[src/rtl/serial_paralelo.sv]
// Receive-side 8:1 deserializer: comma alignment, lock and
// recovery of 9-bit {valid, data} words from an MSB-first stream.
module serial_paralelo #(
   parameter logic [7:0]  BC_PATTERN = 8'hBC,
   parameter int unsigned LOCK_BCS   = 4
) (
   input  logic       clk8f,
   input  logic       reset,
   input  logic       serial,
   output logic [8:0] paralelo,
   output logic       valid_out,
   output logic       active
);

   typedef enum logic [1:0] {
      SEARCH,
      ALIGN,
      LOCKED
   } state_t;

   localparam logic [3:0] LOCK_N = 4'(LOCK_BCS);

   state_t     state, state_n;
   // Only the 7 older bits are ever observed; the 8th lives on serial.
   logic [6:0] sr;
   logic [2:0] bit_cnt, bit_cnt_n;
   logic [3:0] bc_cnt, bc_cnt_n;
   logic [3:0] bc_inc;
   logic [8:0] par_n;
   logic       vo_n;
   logic [7:0] w;
   logic       comma;
   logic       boundary;

   assign w        = {sr, serial};
   assign comma    = (w == BC_PATTERN);
   assign boundary = (bit_cnt == 3'd7);
   assign bc_inc   = bc_cnt + 4'd1;

   always_comb begin
      state_n   = state;
      bit_cnt_n = bit_cnt + 3'd1;
      bc_cnt_n  = bc_cnt;
      par_n     = paralelo;
      vo_n      = 1'b0;
      unique case (state)
         SEARCH: begin
            if (comma) begin
               bit_cnt_n = 3'd0;
               bc_cnt_n  = 4'd1;
               state_n   = (LOCK_N == 4'd1) ? LOCKED : ALIGN;
            end
         end
         ALIGN: begin
            if (boundary) begin
               if (comma) begin
                  bc_cnt_n = bc_inc;
                  if (bc_inc == LOCK_N)
                     state_n = LOCKED;
               end else begin
                  bc_cnt_n = 4'd0;
                  state_n  = SEARCH;
               end
            end
         end
         LOCKED: begin
            if (boundary) begin
               par_n = comma ? {1'b0, BC_PATTERN}
                             : {1'b1, w};
               vo_n  = 1'b1;
            end
         end
         default: state_n = SEARCH;
      endcase
   end

   always_ff @(posedge clk8f) begin
      if (reset) begin
         state     <= SEARCH;
         sr        <= '0;
         bit_cnt   <= '0;
         bc_cnt    <= '0;
         paralelo  <= '0;
         valid_out <= 1'b0;
         active    <= 1'b0;
      end else begin
         state     <= state_n;
         sr        <= w[6:0];
         bit_cnt   <= bit_cnt_n;
         bc_cnt    <= bc_cnt_n;
         paralelo  <= par_n;
         valid_out <= vo_n;
         active    <= (state_n == LOCKED);
      end
   end

endmodule
[config.mk]
export PLATFORM = sky130hd
export DESIGN_NAME = serial_paralelo
export DESIGN_NICKNAME = d
export VERILOG_FILES = /design/src/rtl/serial_paralelo.sv
export SDC_FILE = /design/constraint.sdc
export NUM_CORES = 1
export LEC_CHECK = 0
export ABC_CLOCK_PERIOD_IN_PS = 1500
export CORE_ASPECT_RATIO = 1.2
export CORE_MARGIN = 3
export CORE_UTILIZATION = 50
export DETAILED_ROUTE_END_ITERATION = 16
export PLACE_DENSITY_LB_ADDON = 0.2
export RECOVER_POWER = 25
export SETUP_SLACK_MARGIN = 0.5
export SYNTH_ARGS = -nofsm -noshare
export SYNTH_HDL_FRONTEND = slang
export SYNTH_SLANG_ARGS = --single-unit
[constraint.sdc]
create_clock -name clk8f -period 1.5 [get_ports clk8f]
set_input_delay 0.225 -clock clk8f [delete_from_list [all_inputs] [get_ports clk8f]]
set_output_delay 0.225 -clock clk8f [all_outputs]
set_load 0.05 [all_outputs]
# ---- Word-level counts from Yosys, hierarchy flattened
# Index checks and enable logic that the tools add are counted.
dict set report totals {
  reg_bits 27
  in_bits 3
}
dict set report classes {
  mux 13
  bitwise_logic 1
  n_reduce_logical 5
  n_addsub 2
  eq_ne 8
}
# op n
set ops {}
lappend ops {{$mux 4} 3}
lappend ops {{$mux 9} 1}
lappend ops {{$eq 8x8->1 const B} 1}
lappend ops {{$mux 2} 4}
lappend ops {{$pmux 4 s2} 1}
lappend ops {{$mux 3} 2}
lappend ops {{$pmux 2 s3} 1}
lappend ops {{$add 4x1->4 const B} 1}
lappend ops {{$eq 2x2->1 const B} 2}
lappend ops {{$eq 4x3->1 const B} 1}
lappend ops {{$ne 2x2->1 const B} 2}
lappend ops {{$add 3x1->3 const B} 1}
lappend ops {{$eq 3x3->1 const B} 1}
lappend ops {{$reduce_and 3->1} 1}
lappend ops {{$eq 2x1->1 const B} 1}
lappend ops {{$logic_not 2->1} 1}
lappend ops {{$reduce_and 2->1} 1}
lappend ops {{$reduce_bool 2->1} 1}
lappend ops {{$reduce_or 2->1} 1}
lappend ops {{$mux 1} 1}
lappend ops {{$not 1->1} 1}

# ---- Logic depth before layout (Yosys ltp)
dict set report logic_depth {
  depth_word 7
  depth_mapped 7
  depth_no_buf 6
}

# ---- Worst setup path after synthesis
# OpenSTA, ideal clock, no wires.
dict set report synth_path {
  path_kind {reg2reg}
  startpoint {register bit_cnt[0]}
  endpoint {register state[1]}
  setup_time_ns 0.129
  arrival_time_ns 1.178
  period_less_slack_ns 1.307
  path_buffers 1
  path_slack_ns 0.193
  path_stages_with_launch 8
  required_ns 1.371
  path_cell_list {dfxtp_1 ha_1 ha_1 buf_2 nand2_1 nor3b_1 a31oi_1 nor2_1}
}
dict set report synth_via {
  elab_chain_len 3
}
# element line
set synth_lines {}
lappend synth_lines {{start, declared} 26} ;# logic [2:0] bit_cnt, bit_cnt_n;
lappend synth_lines {{start signal, assigned} 89} ;# bit_cnt <= bit_cnt_n;
lappend synth_lines {{$eq 3x3->1} 37} ;# assign boundary = (bit_cnt == 3'd7);
lappend synth_lines {{net boundary} 33} ;# logic boundary;
lappend synth_lines {{$mux 2} 55} ;# if (boundary) begin
lappend synth_lines {{$pmux 2 s3} 46} ;# unique case (state)
lappend synth_lines {{end signal, assigned} 87} ;# state <= state_n;
lappend synth_lines {{end, declared} 23} ;# state_t state, state_n;
# The timed path passes the listed nets, and every way through them passes these cells.
# A chain may end at the register's enable or synchronous reset.

# ---- Worst setup path after layout
dict set report layout_path {
  startpoint {register bit_cnt[0]}
  endpoint {register bc_cnt[2]}
}
dict set report layout_via {
  elab_chain_len 3
}
# element line
set layout_lines {}
lappend layout_lines {{$eq 3x3->1} 37}
lappend layout_lines {{net boundary} 33}
lappend layout_lines {{$ne 2x2->1 (no line)} -}
lappend layout_lines {{$reduce_and 3->1 (no line)} -}
lappend layout_lines {{end signal, assigned} 90} ;# bc_cnt <= bc_cnt_n;
lappend layout_lines {{end, declared} 27} ;# logic [3:0] bc_cnt, bc_cnt_n;
# The timed path passes the listed nets, and every way through them passes these cells.

==> impl_metrics.env <==
export IMPL_synth_edf_count=0
export IMPL_final_setup_viol_count=0
export IMPL_ant_nets=0
export IMPL_finClkSkew_ns=0.007842
export IMPL_ir_drop_uv=688.1
export IMPL_clkLatencyLatePin_ns=0.33
export IMPL_leakage_nw=0.6720
export IMPL_max_freq_ghz=0.7625
export IMPL_htree_num_levels=1
export IMPL_yosys_warnings=0
export IMPL_crit_path_start_kind="register"
export IMPL_diodes=0
export IMPL_dpl_instance_area_sq_mm=0.001282
export IMPL_track_usage=0.1831
export IMPL_syn_inst=103
export IMPL_relSlewSlack=0.7161
export IMPL_cts_root_buffer="clkbuf_4"
export IMPL_firstDrtPassIters=6
export IMPL_area_delta_synth_final_pct=43.58
export IMPL_finalCriticalPeriod_ns=1.312
export IMPL_yosysMostFrequentCell="dfxtp_1"
export IMPL_power_frac_comb=0.046
export IMPL_power_density_mw_per_mm2=721.2
export IMPL_gr_total_overflow=0
export IMPL_worst_pin_slew_ns=0.4259
export IMPL_dieWidth_microns=48.08
export IMPL_ys_flop_type="dfxtp_1"
export IMPL_totalWireLength_microns=2225
export IMPL_drive_gt1_frac=0.5077
export IMPL_p_seq_frac=0.669
export IMPL_die_y_microns=56.49
export IMPL_ys_seq_elements=27
export IMPL_rows=17
export IMPL_io_pin_count=14
export IMPL_start_util=0.5549
export IMPL_port_buffers=13
export IMPL_crit_type="reg2reg"
export IMPL_routabilityCongestion=0.7968
export IMPL_core_sq_mm=0.001914
export IMPL_p_int_uw=853.9
export IMPL_hp_class="reg2reg"
export IMPL_yosys_area_top_type_share=0.5088
export IMPL_fin_crit_sh=0.8744
export IMPL_cts_buffers=3
export IMPL_synth_area_sq_mm=0.001062
export IMPL_cp_max_fo=6
export IMPL_drt_iter0_drc=22
export IMPL_drc=0
export IMPL_power_share_switching=0.2237
export IMPL_dp_hpwl_microns=1329
export IMPL_synth_nets=110
export IMPL_clockPowerShare=0.286
export IMPL_cts_tree="built"
export IMPL_arrival_ns=1.53
export IMPL_status="finished clean"
export IMPL_cts_sinks=27
export IMPL_slew_violations=0
export IMPL_yosys_top_cells_area="dfxtp_1 51%, mux2i_1 7.5%, nor2_1 6.4%"
export IMPL_maxCapViolCount=0
export IMPL_cts_buffer_depth=2
export IMPL_clk_pin_slew_ns=0.14
export IMPL_rsz0062_at_grt="true"
export IMPL_fin_area_sq_mm=0.001525
export IMPL_p_switching_uw=246.0
export IMPL_antenna_found_initial=0
export IMPL_vias=832
export IMPL_grt_pass1_wl_microns=3581
export IMPL_yosys_top_cells_count="27 x dfxtp_1, 18 x nor2_1, 8 x mux2i_1, 8 x nor2b_1, 6 x nand2_1"
export IMPL_tns_ns=0
export IMPL_first_global_vias=798
export IMPL_wl_per_cell_microns=14.93
export IMPL_fin_nets=138
export IMPL_cp_end_kind="register"
export IMPL_final_util=0.7967
export IMPL_viasPerCell=5.584
export IMPL_cp_required_ns=1.72
export IMPL_dieArea_sq_mm=0.002716
export IMPL_ys_async_sr_fraction=0
export IMPL_avgSynthCellArea_sq_um=10.31
export IMPL_yosys_cell_types_count=31
export IMPL_grt_max_degree=17
export IMPL_final_hold_violation_count=0
export IMPL_synth_seq_area_share=0.5088
export IMPL_synth_top_area_cell="dfxtp_1"
[routing by layer]
| layer | share of wire | routed length [microns] | global-route usage |
|---|---|---|---|
| met1 | 0.40 | 889 | 0.2386 |
| met2 | 0.53 | 1180 | 0.2779 |
| met3 | 0.040 | 90 | 0.04167 |
| met4 | 0.029 | 65 | 0.08077 |
| met5 | 0 | 0 | 0 |
[metrics by stage]
step	total power, mW	setup WS, ns	std cells	hold WS (ns)
finish	1.100	0.1884	149	0.4359
global placement	0.7999	-0.04528	136	0.4098
global route	1.148	0.1051	149	0.4470
detailed placement	0.8021	-0.06200	136	0.4125
CTS	1.123	0.2332	146	0.4393
floorplan	0.7813	0.3022	103	0.2892
[final timing paths]
| kind | start | to | slack, ns | depth (start not counted) |
|---|---|---|---|---|
| worst max-delay path | bit_cnt[0]$_SDFF_PP0_ | bc_cnt[2]$_SDFFE_PP0P_ | 0.19 | 7 |
| worst max register to register | bit_cnt[0]$_SDFF_PP0_ | bc_cnt[2]$_SDFFE_PP0P_ | 0.19 | 7 |
| worst min-delay path | bit_cnt[0]$_SDFF_PP0_ | bit_cnt[0]$_SDFF_PP0_ | 0.44 | 1 |
| worst min register to register | bit_cnt[0]$_SDFF_PP0_ | bit_cnt[0]$_SDFF_PP0_ | 0.44 | 1 |
[sequential cells by signal, summed over array words and instances (netlist names)]
name	count
paralelo	9
active	1
bc_cnt	4
state	2
sr	7
bit_cnt	3
valid_out	1
[cell type report]
type,instances,area (sq um)
sequential,27,571.8
multi-input combinational,71,629.4
fill,113,389.1
clock inverter,1,7.507
inverter,3,11.26
clock buffer,3,22.52
timing repair buffer,25,259.0
tap,19,23.77
[placed cells by master, fill, tap and decap left out, drive strengths merged, types with 3 or more instances in the layout]
master | synthesis | layout
nand2 | 7 | 8
mux2i | 8 | 8
clkbuf | 2 | 7
dfxtp | 27 | 27
ha | 4 | 4
a21oi | 6 | 6
nor2b | 8 | 8
buf | 1 | 19
nor2 | 18 | 18
inv | 3 | 3
[power by group through the flow]
stage | Sequential [mW] | Clock (mW) | Combinational (mW)
detailed placement | 0.755 | 0 | 0.0470
floorplan | 0.753 | 0 | 0.0278
finish | 0.735 | 0.314 | 0.0501
global route | 0.737 | 0.351 | 0.0592
CTS | 0.739 | 0.334 | 0.0504
global placement | 0.755 | 0 | 0.0451
[cells by family after synthesis]
logic type | after synthesis | share of synthesized area
and+or+nand+nor | 43 | 0.2438
muxes | 8 | 0.07539
DFF | 27 | 0.5088
AOI/OAI and AO/OA | 13 | 0.08599
buffers and inverters | 6 | 0.02238
adders and majority gates | 4 | 0.04712
xor gates and xnor gates | 2 | 0.01649
[worst max-delay path: stages (launching register included)]
cell	delay [ns]
dfxtp_2	0.36
ha_4	0.16
ha_4	0.17
buf_12	0.14
nand2_1	0.06
nor2_1	0.04
o211ai_1	0.17
a21oi_1	0.10
[timing repair]
action	in CTS	in global routing
buffers inserted	5	3
endpoints found under the setup margin	31	31
resized for setup	31	17
cloned	1	0
pin swaps	5	5
hold buffers	0	0
Power figures use the tool's default switching activity.
